`config.mk`:
```
export PLATFORM = sky130hd
export DESIGN_NAME = sprite_rom_arbiter
export DESIGN_NICKNAME = d
export VERILOG_FILES = /design/src/rtl/sprite_pkg.sv /design/src/rtl/rr_arbiter.sv /design/src/rtl/sprite_rom_arbiter.sv
export SDC_FILE = /design/constraint.sdc
export NUM_CORES = 1
export LEC_CHECK = 0
export BUFFER_PORTS_ARGS = -buffer_cell sky130_fd_sc_hd__buf_2
export CORE_MARGIN = 3
export CORE_UTILIZATION = 45
export DETAILED_ROUTE_END_ITERATION = 8
export MAX_ROUTING_LAYER = met4
export PLACE_DENSITY_LB_ADDON = 0.05
export SLEW_MARGIN = 30
export SYNTH_ARGS = -nofsm -noshare
export SYNTH_HDL_FRONTEND = slang
export SYNTH_HIERARCHICAL = 1
export SYNTH_SLANG_ARGS = --single-unit
export TNS_END_PERCENT = 5
```
`constraint.sdc`:
```
create_clock -name clk -period 2.85 [get_ports clk]
set_input_delay 0.57 -clock clk [delete_from_list [all_inputs] [get_ports clk]]
set_output_delay 0.57 -clock clk [all_outputs]
set_load 0.02 [all_outputs]
```
`src/rtl/sprite_pkg.sv`:
```
// Shared sprite constants and the in-flight lookup tag carried alongside ROM reads.
package sprite_pkg;

  localparam int unsigned SPRITE_W = 584;
  localparam int unsigned SPRITE_H = 167;
  localparam int unsigned COLOR_W  = 12;
  localparam int unsigned ROW_W    = 8;
  localparam int unsigned COL_W    = 10;

  localparam logic [COLOR_W-1:0] COLOR_BLACK = 12'h000;

  // Wide enough for the largest supported requester count (8).
  localparam int unsigned TAG_ID_W = 3;

  typedef struct packed {
    logic                valid;
    logic [TAG_ID_W-1:0] id;
    logic                oob;
  } tag_t;

endpackage

```
`src/rtl/rr_arbiter.sv`:
```
// Generic round-robin arbiter; requesters flagged in prio_mask win outright (lowest index first)
// and are excluded from the rotation, so the pointer only advances on round-robin grants.
module rr_arbiter #(
  parameter int unsigned NUM_REQ = 4,
  parameter int unsigned ID_W    = 2
) (
  input  logic               clk,
  input  logic               reset,
  input  logic [NUM_REQ-1:0] req,
  input  logic [NUM_REQ-1:0] prio_mask,
  output logic [NUM_REQ-1:0] gnt,
  output logic [ID_W-1:0]    gnt_id,
  output logic               gnt_valid
);

  logic [ID_W-1:0]    rr_ptr;
  logic [NUM_REQ-1:0] prio_req;
  logic [NUM_REQ-1:0] rr_req;
  logic               rr_win;

  // Two passes over the rotation set: first indices at/above the pointer, then the wrap.
  always_comb begin
    prio_req  = req & prio_mask;
    rr_req    = req & ~prio_mask;
    gnt       = '0;
    gnt_id    = '0;
    gnt_valid = 1'b0;
    rr_win    = 1'b0;
    if (!reset) begin
      for (int unsigned k = 0; k < NUM_REQ; k++) begin
        if (!gnt_valid && prio_req[k]) begin
          gnt_valid = 1'b1;
          gnt_id    = ID_W'(k);
          gnt[k]    = 1'b1;
        end
      end
      for (int unsigned k = 0; k < NUM_REQ; k++) begin
        if (!gnt_valid && rr_req[k] && (k >= 32'(rr_ptr))) begin
          gnt_valid = 1'b1;
          rr_win    = 1'b1;
          gnt_id    = ID_W'(k);
          gnt[k]    = 1'b1;
        end
      end
      for (int unsigned k = 0; k < NUM_REQ; k++) begin
        if (!gnt_valid && rr_req[k]) begin
          gnt_valid = 1'b1;
          rr_win    = 1'b1;
          gnt_id    = ID_W'(k);
          gnt[k]    = 1'b1;
        end
      end
    end
  end

  always_ff @(posedge clk or posedge reset) begin
    if (reset) begin
      rr_ptr <= '0;
    end else if (rr_win) begin
      rr_ptr <= (gnt_id == ID_W'(NUM_REQ - 1)) ? '0 : gnt_id + 1'b1;
    end
  end

endmodule

```
`src/rtl/sprite_rom_arbiter.sv`:
```
// Shares one registered sprite colour ROM port among NUM_REQ requesters with tagged responses.
// Define SPRITE_ARB_PRIO0_EN to give requester 0 (VGA scan-out) fixed top priority.
module sprite_rom_arbiter
  import sprite_pkg::*;
#(
  parameter int unsigned NUM_REQ     = 4,
  parameter int unsigned ROM_LATENCY = 1,
  parameter int unsigned IMG_W       = SPRITE_W,
  parameter int unsigned IMG_H       = SPRITE_H,
  parameter int unsigned ID_W        = 2
) (
  input  logic                     clk,
  input  logic                     reset,
  input  logic [NUM_REQ-1:0]       req,
  input  logic [NUM_REQ*ROW_W-1:0] req_row,
  input  logic [NUM_REQ*COL_W-1:0] req_col,
  output logic [NUM_REQ-1:0]       gnt,
  output logic [ROW_W-1:0]         rom_row,
  output logic [COL_W-1:0]         rom_col,
  input  logic [COLOR_W-1:0]       rom_color,
  output logic                     rsp_valid,
  output logic [ID_W-1:0]          rsp_id,
  output logic [COLOR_W-1:0]       rsp_color,
  output logic                     rsp_oob
);

  localparam int unsigned DEPTH = 1 + ROM_LATENCY;

  logic [NUM_REQ-1:0] prio_mask;
  logic [ID_W-1:0]    gnt_id;
  logic               xfer;
  logic [ROW_W-1:0]   sel_row;
  logic [COL_W-1:0]   sel_col;
  logic               sel_oob;
  tag_t               tag_pipe [DEPTH];
  tag_t               last_tag;

`ifdef SPRITE_ARB_PRIO0_EN
  assign prio_mask = NUM_REQ'(1);
`else
  assign prio_mask = '0;
`endif

  rr_arbiter #(
    .NUM_REQ (NUM_REQ),
    .ID_W    (ID_W)
  ) u_arb (
    .clk       (clk),
    .reset     (reset),
    .req       (req),
    .prio_mask (prio_mask),
    .gnt       (gnt),
    .gnt_id    (gnt_id),
    .gnt_valid (xfer)
  );

  always_comb begin
    sel_row = '0;
    sel_col = '0;
    for (int unsigned k = 0; k < NUM_REQ; k++) begin
      if (gnt[k]) begin
        sel_row = req_row[k*ROW_W +: ROW_W];
        sel_col = req_col[k*COL_W +: COL_W];
      end
    end
    sel_oob = (32'(sel_row) >= IMG_H) || (32'(sel_col) >= IMG_W);
  end

  // The ROM is addressed even for out-of-range lookups; the tag masks the colour later.
  always_ff @(posedge clk or posedge reset) begin
    if (reset) begin
      rom_row <= '0;
      rom_col <= '0;
      for (int unsigned i = 0; i < DEPTH; i++) begin
        tag_pipe[i] <= '0;
      end
    end else begin
      if (xfer) begin
        rom_row <= sel_row;
        rom_col <= sel_col;
      end
      tag_pipe[0] <= '{valid: xfer, id: TAG_ID_W'(gnt_id), oob: sel_oob};
      for (int unsigned i = 1; i < DEPTH; i++) begin
        tag_pipe[i] <= tag_pipe[i-1];
      end
    end
  end

  assign last_tag = tag_pipe[DEPTH-1];

  // The last tag stage lines up with valid ROM data; id/colour/oob hold between responses.
  always_ff @(posedge clk or posedge reset) begin
    if (reset) begin
      rsp_valid <= 1'b0;
      rsp_id    <= '0;
      rsp_color <= '0;
      rsp_oob   <= 1'b0;
    end else begin
      rsp_valid <= last_tag.valid;
      if (last_tag.valid) begin
        rsp_id    <= ID_W'(last_tag.id);
        rsp_oob   <= last_tag.oob;
        rsp_color <= last_tag.oob ? COLOR_BLACK : rom_color;
      end
    end
  end

endmodule

```
Word level (Yosys, flattened, before mapping) --
Cells that the tools add are included.
Storage, ports and cells: register bits 44, input bits 90, output and inout port bits 38, logic and storage cells 92
Operators by class: add/subtract/negate cells 1, $lt $le $gt $ge 5, eq/ne operators 1, mux-type cells 52, reductions and logical operators 20
Operators by type and width (number):
- 10-bit 2-to-1 mux | 4
- 1-bit 2-to-1 mux | 34
- 8-bit 2-to-1 mux | 4
- 2-bit 2-to-1 mux | 8
- 12-bit 2-to-1 mux | 1
- 1-bit logical AND | 11
- 10-bit greater-or-equal comparator (second input constant) | 1
- 8-bit greater-or-equal comparator (second input constant) | 1
- 1-bit zero test | 8
- 1-bit by 2-bit greater-or-equal comparator with 1-bit output (first input constant) | 2
- 4-bit 2-to-1 mux | 1
- 2-bit by 1-bit adder with 2-bit output (second input constant) | 1
- 2-bit == test (second input constant) | 1
- 2-bit greater-or-equal comparator (first input constant) | 1
- 1-bit logical OR | 1

Depth between registers and ports, before layout --
Gate-level depths: netlist (run 1).
word-level depth 42, mapped depth 11, mapped depth without buffers 9

Cells and area by module --
Netlist (run 1), hierarchy kept.
Modules (own cells, without submodules):
- sprite_rom_arbiter | instances 1, cells each 204, area each 2019.4 µm², seq. area each 1051.0 µm²
- rr_arbiter | instances 1, cells each 47, area each 336.6 µm², seq. area each 50.0 µm²

Worst setup path before layout (run 1) --
No wires, ideal clock.
kind in2reg, from input req[2], to register tag_pipe[5] (netlist bit), library setup time 135 ps, arrival 2850 ps, required time 2715 ps, path slack -135 ps, cell stages on the path 10, buffers on the path 1, cell sequence nor2b_1 -> a2111oi_0 -> o211ai_1 -> a21oi_1 -> nor2b_1 -> buf_6 -> a221o_1 -> a22o_1 -> a311oi_1 -> o32ai_1
On the way: elaborated cells on any way between the ends 40, classes of those cells 2 x order compare; 25 x mux; 13 x reduce/logical
RTL lines:
- start, declared | RTL line sprite_rom_arbiter.sv:14 | input logic [NUM_REQ-1:0] req,
- 1-bit logical AND (*) (2 in series) | RTL line rr_arbiter.sv:38 | if (!gnt_valid && rr_req[k] && (k >= 32'(rr_ptr))) begin
- 1-bit 2-to-1 mux (*) | RTL line rr_arbiter.sv:38
- 1-bit 2-to-1 mux (*) | RTL line rr_arbiter.sv:29 | if (!reset) begin
- 1-bit zero test | RTL line rr_arbiter.sv:38
- 1-bit logical AND | RTL line rr_arbiter.sv:38
- 1-bit 2-to-1 mux (*) | RTL line rr_arbiter.sv:38
- 1-bit 2-to-1 mux (*) | RTL line rr_arbiter.sv:29
- 1-bit zero test | RTL line rr_arbiter.sv:46 | if (!gnt_valid && rr_req[k]) begin
- [4 not listed]
- 1-bit logical AND (*) | RTL line rr_arbiter.sv:46
- 1-bit 2-to-1 mux (*) | RTL line rr_arbiter.sv:46
- 4-bit 2-to-1 mux (*) | RTL line rr_arbiter.sv:29
- named net gnt[1] | RTL line sprite_rom_arbiter.sv:17 | output logic [NUM_REQ-1:0] gnt,
- 10-bit 2-to-1 mux / 8-bit 2-to-1 mux (equally long branches) (3 in series) | RTL line sprite_rom_arbiter.sv:61 | if (gnt[k]) begin
- 10-bit greater-or-equal comparator / 8-bit greater-or-equal comparator (equally long branches) | RTL line sprite_rom_arbiter.sv:66 | sel_oob = (32'(sel_row) >= IMG_H) || (32'(sel_col) >= IMG_W);
- 1-bit logical OR (*) | RTL line sprite_rom_arbiter.sv:66
- named net sel_oob | RTL line sprite_rom_arbiter.sv:34 | logic sel_oob;
- end signal, assigned by index | RTL line sprite_rom_arbiter.sv:84 | tag_pipe[i] <= tag_pipe[i-1];
- end, declared | RTL line sprite_rom_arbiter.sv:35 | tag_t tag_pipe [DEPTH];
The timed path passes the listed nets; every way through them passes the cells marked *. The select of a mux whose other input is x is not followed. A chain may end at the register's enable or synchronous reset.

Final worst setup path (run 1) --
from register u_arb.rr_ptr[1], to output gnt[1]
On the way: word-level cells in the longest chain between the ends 26, elaborated cells on any way between the ends 29, classes of those cells 3 x order compare; 13 x mux; 13 x reduce/logical
Ends and longest elaborated chain:
- start, declared | RTL line rr_arbiter.sv:16 | logic [ID_W-1:0] rr_ptr;
- start signal, assigned | RTL line rr_arbiter.sv:60 | rr_ptr <= (gnt_id == ID_W'(NUM_REQ - 1)) ? '0 : gnt_id + 1'b1;
- 1-bit by 2-bit greater-or-equal comparator with 1-bit output | RTL line rr_arbiter.sv:38
- 1-bit logical AND | RTL line rr_arbiter.sv:38
- 1-bit 2-to-1 mux | RTL line rr_arbiter.sv:38
- 1-bit 2-to-1 mux | RTL line rr_arbiter.sv:29
- 1-bit zero test | RTL line rr_arbiter.sv:38
- 1-bit logical AND (2 in series) | RTL line rr_arbiter.sv:38
- 1-bit 2-to-1 mux | RTL line rr_arbiter.sv:38
- 1-bit 2-to-1 mux | RTL line rr_arbiter.sv:29
- [9 not listed]
- 1-bit zero test | RTL line rr_arbiter.sv:46
- 1-bit logical AND | RTL line rr_arbiter.sv:46
- 1-bit 2-to-1 mux | RTL line rr_arbiter.sv:46
- 1-bit 2-to-1 mux | RTL line rr_arbiter.sv:29
- 1-bit zero test | RTL line rr_arbiter.sv:46
- 1-bit logical AND | RTL line rr_arbiter.sv:46
- 1-bit 2-to-1 mux (*) | RTL line rr_arbiter.sv:46
- 4-bit 2-to-1 mux (*) | RTL line rr_arbiter.sv:29
- end, declared | RTL line sprite_rom_arbiter.sv:17
Every way passes the cells marked *; elsewhere a longest branch is shown, timed or not. The select of a mux whose other input is x is not followed.

==> results of run 1 <==
## metrics by stage
stage | area (sq um) | worst slack (ns)
after global routing | 3350 | 0.0104
after detailed placement | 3260 | -0.134
final | 3350 | 0.151
after global placement | 3260 | -0.0913
after floorplan | 2430 | 0.0191
after CTS | 3340 | 0.122
## cell families (layout without fill, tap and decap cells)
logic type / Yosys count / count (layout) / share of synthesized area
multiplexers: 9 / 9 / 0.0430
AO/OA/AOI/OAI: 94 / 94 / 0.285
AND/OR/NAND/NOR: 62 / 62 / 0.131
buffers and inverters: 41 / 182 / 0.0717
flip-flops: 44 / 44 / 0.467
other: 1 / 17 / 0.00159
## Yosys cell counts, types with 4 or more instances
| cell | number | area (sq um) |
|---|---|---|
| dfrtp_1 | 44 | 1100 |
| a221oi_1 | 7 | 61.3 |
| inv_1 | 25 | 93.8 |
| nor2_1 | 14 | 52.6 |
| a221o_1 | 6 | 60.1 |
| nor2b_1 | 9 | 56.3 |
| clkbuf_1 | 9 | 33.8 |
| a22oi_1 | 7 | 52.6 |
| mux2_2 | 9 | 101 |
| o21ai_0 | 14 | 70.1 |
| buf_2 | 6 | 30.0 |
| a221oi_2 | 4 | 60.1 |
| a21o_1 | 5 | 37.5 |
| a21oi_1 | 24 | 120 |
| o22ai_1 | 11 | 68.8 |
| nand2_1 | 16 | 60.1 |
| nor3_1 | 10 | 50.1 |
## sequential cells by signal, indices dropped and copies added, names as in the netlist
register      cells
rsp_oob           1
u_arb/rr_ptr      2
rsp_valid         1
rom_col          10
last_tag          4
tag_pipe          4
rsp_color        12
rom_row           8
rsp_id            2
## placed cells by master, fill, tap and decap left out, types with 11 or more instances in the layout
master,instances
nand2_1,16
nor2_1,14
a21oi_1,22
o22ai_1,11
o21ai_0,14
buf_4,22
buf_2,127
dfrtp_1,44
inv_1,24
conb_1,17
## power groups by stage
stage	registers, mW	clock network, mW	logic, mW
4_1_cts	0.780	0.366	0.604
6_report	0.780	0.357	0.608
2_1_floorplan	0.884	0	0.261
3_3_place_gp	0.791	0	0.596
5_1_grt	0.791	0.388	0.668
3_5_place_dp	0.792	0	0.603
## worst reg2reg max path, delay by kind of cell, from the launching register on
family,cells,cell delay (ns)
simple gates,3,0.67
compound gates,6,1.46
flops,1,0.42
## layout make-up
cell class | instances | area, sq um
inverter | 25 | 93.8
multi-input combinational | 182 | 1170
clock inverter | 1 | 5.00
tap | 67 | 83.8
timing repair buffer | 150 | 821
sequential | 44 | 1100
clock buffer | 6 | 72.6
fill | 427 | 1530
## repair_timing
item,4_1_cts,5_1_grt
setup endpoints to repair,0,2
buffers inserted,0,0
resized for setup,0,3
## worst paths after layout
path,end,slack [ns],depth (start not counted)
worst min-delay path,u_arb/rr_ptr[1]$_DFFE_PP0P_,0.16,2
min in group clk,last_tag[1]$_DFF_PP0_,0.35,0
worst min register to register,last_tag[1]$_DFF_PP0_,0.35,0
max in group asynchronous,rsp_color[8]$_DFFE_PP0P_,1.68,3
worst max-delay path,gnt[1],0.15,6
worst max register to register,tag_pipe[5]$_DFF_PP0_,0.17,9
## metal layers
metal  GRT usage  share of wire  up-vias  wire (um)
li1            -              -     1226          -
met1       0.299           0.43     1125       2940
met2       0.375           0.48      132       3290
met3      0.0367          0.079        4        537
met4      0.0367         0.0056        0         38
met5           -              0        -          0
==> impl_metrics.py, run 1 <==
metrics = {
    "grt": {
        "grt_pass1_vias": 2314,
        "grt_max_degree": 43,
        "grt_use_total": 0.226,
        "grt.overflow.total": 0,
        "grt_pass1_wl_um": 10800,
        "antenna_found_initial": 0,
    },
    "power_and_ir_drop": {
        "intPower_mw": 1.15,
        "p_switching_mw": 0.595,
        "seq_power_share": 0.447,
        "switching_share": 0.341,
        "clkPwrFrac": 0.204,
        "power_frac_comb": 0.349,
        "peakVddDrop_uv": 239,
        "power.total_mw": 1.74,
        "power_leakage_nw": 1.78,
        "powerDensity_mw_per_mm2": 521,
    },
    "route": {
        "dr.pass1.iters": 4,
        "via_per_inst": 5.24,
        "ant_nets": 0,
        "drt-total-wl_um": 6810,
        "drt_iter0_drc": 105,
        "num_vias": 2487,
        "post_drt_wl_per_cell_um": 14.3,
        "drc": 0,
    },
    "synthesis": {
        "synth_cells": 251,
        "ys_warn_count": 6,
        "seq_area_frac_synth": 0.467,
        "synth_top_flop_cell": "dfrtp_1",
        "ys_seq_elements": 44,
        "syn_avg_cell_area_sq_um": 9.39,
        "yosysUniqueCellTypes": 40,
        "synth_edf_count": 0,
        "syn_area_sq_mm": 0.00236,
        "postSynth.asyncResetShare": 1.00,
    },
    "clock_network": {
        "clk_latency_ns": 0.28,
        "hold_buffers": 0,
        "clockBufferDepth": 2,
        "htreeDepth": 2,
        "clkTransAtPathRegs_ns": 0.07,
        "cts_sinks": 44,
        "cts_tree": "built",
        "clock-root-buffer": "clkbuf_8",
        "numCtsBuffers": 5,
    },
    "timing": {
        "hold_ws_ns": 0.160,
        "rsz0062_at_grt": "no",
        "slew_headroom": 0.440,
        "worst_pin_slew_ns": 0.838,
        "hold_viol": 0,
        "post-route-min-period_ns": 2.70,
        "maxSlewViolCount": 0,
        "setup_viol": 0,
        "final.setup.tns_ns": 0,
        "period_share": 0.947,
        "finClkSkew_ns": 0.00391,
        "fmax_mhz": 371,
    },
    "critical_path": {
        "worstPathCellList": "nand2_1 > a2111oi_2 > o211ai_1 > a21oi_2 > buf_4 > buf_2",
        "cp.arrival_ns": 2.13,
        "endpoint_kind": "primary output",
        "cp_num_buf_inv": 2,
        "crit_path_max_fanout": 20,
        "crit_start": "u_arb/rr_ptr[1]$_DFFE_PP0P_",
        "crit_slowest_cell": "dfrtp_1",
        "critPathMaxStageDelay_ns": 0.45,
        "worstReg2RegStart": "u_arb/rr_ptr[0]$_DFFE_PP0P_",
        "critPathTopFamily": "compound AO/OA/AOI/OAI gates",
        "critPathKind": "reg2out",
        "critPathLaunchType": "register",
        "cp.required_ns": 2.28,
    },
    "finish": {
        "areaGrowthSynthToFinish_pct": 42.2,
        "stdcell_count": 475,
        "nNetsFinal": 498,
        "post-route-util": 0.686,
        "antenna_cells": 0,
        "layout-drive-gt1-share": 0.441,
    },
    "floorplanning": {
        "start_util": 0.483,
        "die_w_um": 78.4,
        "coreArea_sq_mm": 0.00488,
        "rows": 25,
        "ios": 128,
        "die_h_um": 78.4,
        "dieArea_sq_mm": 0.00614,
    },
    "place": {
        "numPortBuffers": 127,
        "hpwl_um": 5460,
        "gp_routability_congestion": 0.952,
        "place_inst": 468,
    },
    "min_path": {
        "min_path_type": "in2async",
    },
    "outcome": {
        "status": "finished, final reports clean",
    },
    "flow_run": {
        "max_cap_viol_count": 0,
    },
}
No activity file was read; power rests on OpenSTA's default activity.
==> run 2: changes to the inputs <==
Settings changed: ABC_AREA set to 1, CORE_UTILIZATION 45 to 46.
==> run 2 against run 1 <==
  * Flip-flop and latch count unchanged
  * Critical path depth grew 4
  * Final cell count grew 17%
  * Count of clock-buffer cells in the layout grew 1
  * Area after synthesis up 8.1%
  * Largest power group unchanged
==> impl_metrics.py, run 2 <==
metrics = {
    "outcome": {
        "status": "finished, final reports clean",
    },
    "finish": {
        "regMostFlops": "rsp_color",
        "fill_cells": 497,
        "reg_top3": "rsp_color (12), rom_col (10), rom_row (8)",
        "final_common_cell": "buf_2",
        "final_cell_mix": "buf_2 (127), nand2_1 (122), dfrtp_1 (44)",
        "layout-drive-gt1-share": 0.332,
        "antenna_cells": 0,
        "nNetsFinal": 575,
        "areaGrowthSynthToFinish_pct": 33.2,
        "largest_reg_flops": 12,
    },
    "synthesis": {
        "ys_warn_count": 6,
        "postSynth.asyncResetShare": 1.00,
        "yosysMostFrequentCell": "nand2_1",
        "synth_edf_count": 0,
        "yosysUniqueCellTypes": 33,
        "ys_seq_elements": 44,
        "synth_commonest_cells": "nand2_1 (122), dfrtp_1 (44), nor2_1 (35)",
        "seq_area_frac_synth": 0.432,
        "netlist.area_leader.share": 0.432,
        "yosys.area.top_type": "dfrtp_1",
        "synth_top_flop_cell": "dfrtp_1",
        "syn_area_sq_mm": 0.00255,
        "syn_avg_cell_area_sq_um": 7.32,
        "synth.area.top_cells": "dfrtp_1 (43%), nand2_1 (18%), nor2_1 (5.2%)",
        "synth_cells": 348,
    },
    "floorplanning": {
        "dieArea_sq_mm": 0.00646,
        "ios": 128,
        "die_w_um": 80.4,
        "coreArea_sq_mm": 0.00524,
        "start_util": 0.486,
        "rows": 26,
        "die_h_um": 80.4,
    },
    "route": {
        "drc": 0,
        "ant_nets": 0,
        "num_vias": 2703,
        "drt_iter0_drc": 164,
        "dr.pass1.iters": 4,
        "post_drt_wl_per_cell_um": 12.7,
        "drt-total-wl_um": 7050,
        "via_per_inst": 4.87,
    },
    "grt": {
        "grt_use_total": 0.224,
        "grt_pass1_vias": 2376,
        "grt_max_degree": 25,
        "grt_pass1_wl_um": 11100,
        "grt.overflow.total": 0,
        "antenna_found_initial": 0,
    },
    "timing": {
        "fmax_mhz": 390,
        "maxSlewViolCount": 0,
        "period_share": 0.899,
        "post-route-min-period_ns": 2.56,
        "worst_pin_slew_ns": 0.895,
        "setup_viol": 0,
        "final.setup.tns_ns": 0,
        "slew_headroom": 0.401,
        "hold_viol": 0,
        "finClkSkew_ns": 0.00506,
        "rsz0062_at_grt": "no",
    },
    "clock_network": {
        "hold_buffers": 0,
        "ctsResizeCount": 0,
        "cts_tree": "built",
        "htreeDepth": 2,
        "numCtsBuffers": 5,
        "postCtsSetupBuffers": 0,
        "clock-root-buffer": "clkbuf_8",
        "cts_sinks": 44,
        "clkTransAtPathRegs_ns": 0.07,
        "clockBufferDepth": 2,
        "clk_latency_ns": 0.29,
    },
    "critical_path": {
        "cp.required_ns": 2.28,
        "worstPathCellList": "nor2_1 > nand2_1 > nand4_2 > nor2_4 > nand3_1 > nand2_1 > nand2_1 > inv_1 > buf_12 > buf_2",
        "crit_path_max_fanout": 24,
        "critPathTopFamily": "simple AND/OR/NAND/NOR gates",
        "cp.arrival_ns": 1.99,
        "crit_slowest_cell": "dfrtp_1",
        "critPathKind": "reg2out",
        "crit_path_frequent_cell": "nand2_1",
        "cp_num_buf_inv": 3,
        "critPathLaunchType": "register",
        "crit_cells": 10,
        "ff2ff_path_depth": 20,
        "endpoint_kind": "primary output",
        "critPathMaxStageDelay_ns": 0.43,
    },
    "power_and_ir_drop": {
        "power.total_mw": 1.76,
        "peakVddDrop_uv": 304,
        "powerDensity_mw_per_mm2": 518,
        "power_leakage_nw": 1.96,
    },
    "min_path": {
        "min_path_type": "in2async",
    },
    "place": {
        "hpwl_um": 5670,
        "numPortBuffers": 127,
        "gp_routability_congestion": 0.932,
    },
    "flow_run": {
        "max_cap_viol_count": 0,
    },
}
## run 2: kinds of logic after synthesis
family                 Yosys count  synth area share
AO/OA/AOI/OAI                   72             0.173
AND/OR/NAND/NOR                184             0.309
flip-flops                      44             0.432
buffers and inverters           47            0.0845
other                            1           0.00147
## run 2: power breakdown
group	total, mW	switching (mW)	internal (mW)
Sequential	0.774	0.0539	0.720
Clock	0.405	0.190	0.216
Combinational	0.578	0.361	0.217
Total	1.76	0.604	1.15
## run 2: metal layers
layer / global-route usage / wire, um / up-vias
met5: - / 0 / -
met4: 0.0473 / 39 / 0
met3: 0.0348 / 586 / 4
met2: 0.342 / 3170 / 118
met1: 0.317 / 3250 / 1196
li1: - / - / 1385
## run 2: layout make-up
class,instances,area [sq um],share of cell area
well taps,70,87.6,0.0258
inverters,31,118,0.0347
clock buffers,7,96.3,0.0284
multi-input cells,266,1270,0.373
repair buffers,137,723,0.213
flip-flops and latches,44,1100,0.325
## run 2: worst paths after layout
| kind | end | slack (ns) | start |
|---|---|---|---|
| min in group clk | last_tag[0]$_DFF_PP0_ | 0.35 | tag_pipe[5]$_DFF_PP0_ |
| worst max register to register | tag_pipe[5]$_DFF_PP0_ | 0.41 | u_arb/rr_ptr[1]$_DFFE_PP0P_ |
| max in group asynchronous | rsp_color[1]$_DFFE_PP0P_ | 1.79 | reset |
| worst min register to register | last_tag[0]$_DFF_PP0_ | 0.35 | tag_pipe[5]$_DFF_PP0_ |
| worst min-delay path | u_arb/rr_ptr[1]$_DFFE_PP0P_ | 0.25 | reset |
| worst max-delay path | gnt[1] | 0.29 | u_arb/rr_ptr[1]$_DFFE_PP0P_ |
## run 2: stage by stage
stage	utilization	area (sq um)	setup slack [ns]	std cells	hold WS (ns)
after global placement	0.629	3300	0.259	548	0.333
after detailed placement	0.629	3300	0.140	548	0.338
after CTS	0.648	3390	0.296	555	0.240
final	0.648	3390	0.287	555	0.251
after global routing	0.648	3390	0.110	555	0.264
after floorplan	-	2580	0.229	357	0.331
==> run 3: changes to the inputs <==
Settings changed: PLACE_DENSITY set to 0.81, PLACE_DENSITY_LB_ADDON 0.05 to not set, RECOVER_POWER set to 50.
==> run 3 against run 2 <==
  * Combinational power fell by 2%
  * Worst hold slack improved by 0.070 ns
  * Core utilization fell by 1.0 points
  * Fmax fell by 3.4%
  * Die area did not move
  * Register-to-register slack barely moved
  * Final cell count fell by 0.36%
  * Global-route usage rose by 0.23 points
  * Via count rose by 1.6%
  * Clock skew rose by 0.0067 ns
  * Sequential power barely moved
==> impl_metrics.py, run 3 (synthesis results as in run 2) <==
metrics = {
    "grt": {
        "gr-usage-met2": 0.351,
        "grt_pass1_wl_um": 11100,
        "grt_max_degree": 43,
        "grt_use_total": 0.226,
        "grt.overflow.total": 0,
        "antenna_found_initial": 0,
        "use_met3": 0.0471,
        "grt_pass1_vias": 2428,
        "busiest_layer": "met2",
        "use_met1": 0.301,
    },
    "floorplanning": {
        "rows": 26,
        "coreArea_sq_mm": 0.00524,
        "start_util": 0.486,
        "ios": 128,
        "dieArea_sq_mm": 0.00646,
        "die_h_um": 80.4,
        "die_w_um": 80.4,
    },
    "clock_network": {
        "htreeDepth": 2,
        "cts_sinks": 44,
        "hold_buffers": 0,
        "numCtsBuffers": 5,
        "ctsResizeCount": 0,
        "clockBufferDepth": 2,
        "clkTransAtPathRegs_ns": 0.06,
        "cts_tree": "built",
        "clk_latency_ns": 0.29,
        "postCtsSetupBuffers": 0,
        "clock-root-buffer": "clkbuf_8",
    },
    "critical_path": {
        "crit_slowest_cell": "dfrtp_1",
        "critPathLaunchType": "register",
        "critPathMaxStageDelay_ns": 0.42,
        "crit_path_max_fanout": 19,
        "critPathKind": "reg2out",
        "worstPathCellList": "inv_1 > nand3b_1 > nand4_2 > nor2_4 > nand3_1 > nand2_1 > nand2_1 > inv_1 > buf_12 > buf_2",
        "endpoint_kind": "primary output",
        "cp.arrival_ns": 2.08,
        "cp.required_ns": 2.28,
    },
    "finish": {
        "reg_top3": "rsp_color (12), rom_col (10), rom_row (8)",
        "final_common_cell": "nand2_1",
        "areaGrowthSynthToFinish_pct": 31.2,
        "multi_input_area_sq_mm": 0.00127,
        "nNetsFinal": 573,
        "final_cell_mix": "nand2_1 (122), buf_2 (114), dfrtp_1 (44)",
        "antenna_cells": 0,
        "regArea_sq_mm": 0.00110,
        "largest_reg_flops": 12,
        "stdcell_count": 553,
        "regMostFlops": "rsp_color",
        "fill_cells": 491,
        "layout-drive-gt1-share": 0.300,
    },
    "min_path": {
        "min_path_type": "in2async",
    },
    "timing": {
        "maxSlewViolCount": 0,
        "worst_pin_slew_ns": 0.959,
        "hold_viol": 0,
        "finClkSkew_ns": 0.0117,
        "post-route-min-period_ns": 2.65,
        "hold_ws_ns": 0.321,
        "slew_headroom": 0.360,
        "rsz0062_at_grt": "no",
        "final.setup.tns_ns": 0,
        "setup_viol": 0,
        "fmax_mhz": 377,
        "period_share": 0.931,
    },
    "route": {
        "num_vias": 2745,
        "post_drt_wl_per_cell_um": 12.6,
        "dr.pass1.iters": 4,
        "ant_nets": 0,
        "drt-total-wl_um": 6990,
        "via_per_inst": 4.96,
        "drt_iter0_drc": 126,
        "drc": 0,
    },
    "place": {
        "place_inst": 546,
        "gp_routability_congestion": 0.893,
        "numPortBuffers": 127,
        "hpwl_um": 5590,
    },
    "outcome": {
        "status": "finished, final reports clean",
    },
    "power_and_ir_drop": {
        "powerDensity_mw_per_mm2": 505,
        "power_leakage_nw": 1.91,
        "power.total_mw": 1.69,
        "peakVddDrop_uv": 300,
    },
    "flow_run": {
        "max_cap_viol_count": 0,
    },
}
==> run 3: worst max-delay path, delay by kind of cell, from the launching register on <==
family	cells	cell delay (ns)
buffers and inverters	4	0.66
AND/OR/NAND/NOR	6	0.73
flip-flops	1	0.42
==> run 3: path summary, 6_finish.rpt <==
| path | slack (ns) | depth (start not counted) | end | startpoint |
|---|---|---|---|---|
| max in group asynchronous | 1.55 | 3 | rom_row[0]$_DFFE_PP0P_ | reset |
| max | 0.20 | 10 | gnt[1] | u_arb/rr_ptr[1]$_DFFE_PP0P_ |
| max reg2reg | 0.41 | 15 | rom_col[9]$_DFFE_PP0P_ | u_arb/rr_ptr[1]$_DFFE_PP0P_ |
| min | 0.32 | 2 | u_arb/rr_ptr[1]$_DFFE_PP0P_ | reset |
| min in group clk | 0.35 | 0 | last_tag[4]$_DFF_PP0_ | tag_pipe[9]$_DFF_PP0_ |
| min reg2reg | 0.35 | 0 | last_tag[4]$_DFF_PP0_ | tag_pipe[9]$_DFF_PP0_ |
==> run 3: cell type report <==
class	count	area share
clock buffer	6	0.0217
clock inverter	1	0.00150
inverter	31	0.0352
multi-input combinational	266	0.379
sequential	44	0.330
tap	70	0.0262
timing repair buffer	135	0.206
==> run 3: through the flow <==
| stage | util | instance area [sq um] | setup WS, ns |
|---|---|---|---|
| after floorplan | - | 2580 | 0.229 |
| after global placement | 0.626 | 3280 | 0.247 |
| after detailed placement | 0.626 | 3280 | 0.181 |
| after CTS | 0.641 | 3360 | 0.213 |
| after global routing | 0.638 | 3340 | 0.0566 |
| final | 0.638 | 3340 | 0.195 |
==> run 3: report_power, final <==
| part | internal, mW | switching [mW] |
|---|---|---|
| sequential | 0.721 | 0.0549 |
| combinational | 0.207 | 0.360 |
| clock | 0.166 | 0.178 |
==> run 3: routing by layer <==
layer  wire [um]  part of all wire
met1        3090              0.44
met2        3220              0.46
met4          35            0.0050
met3         639             0.091
met5           0                 0
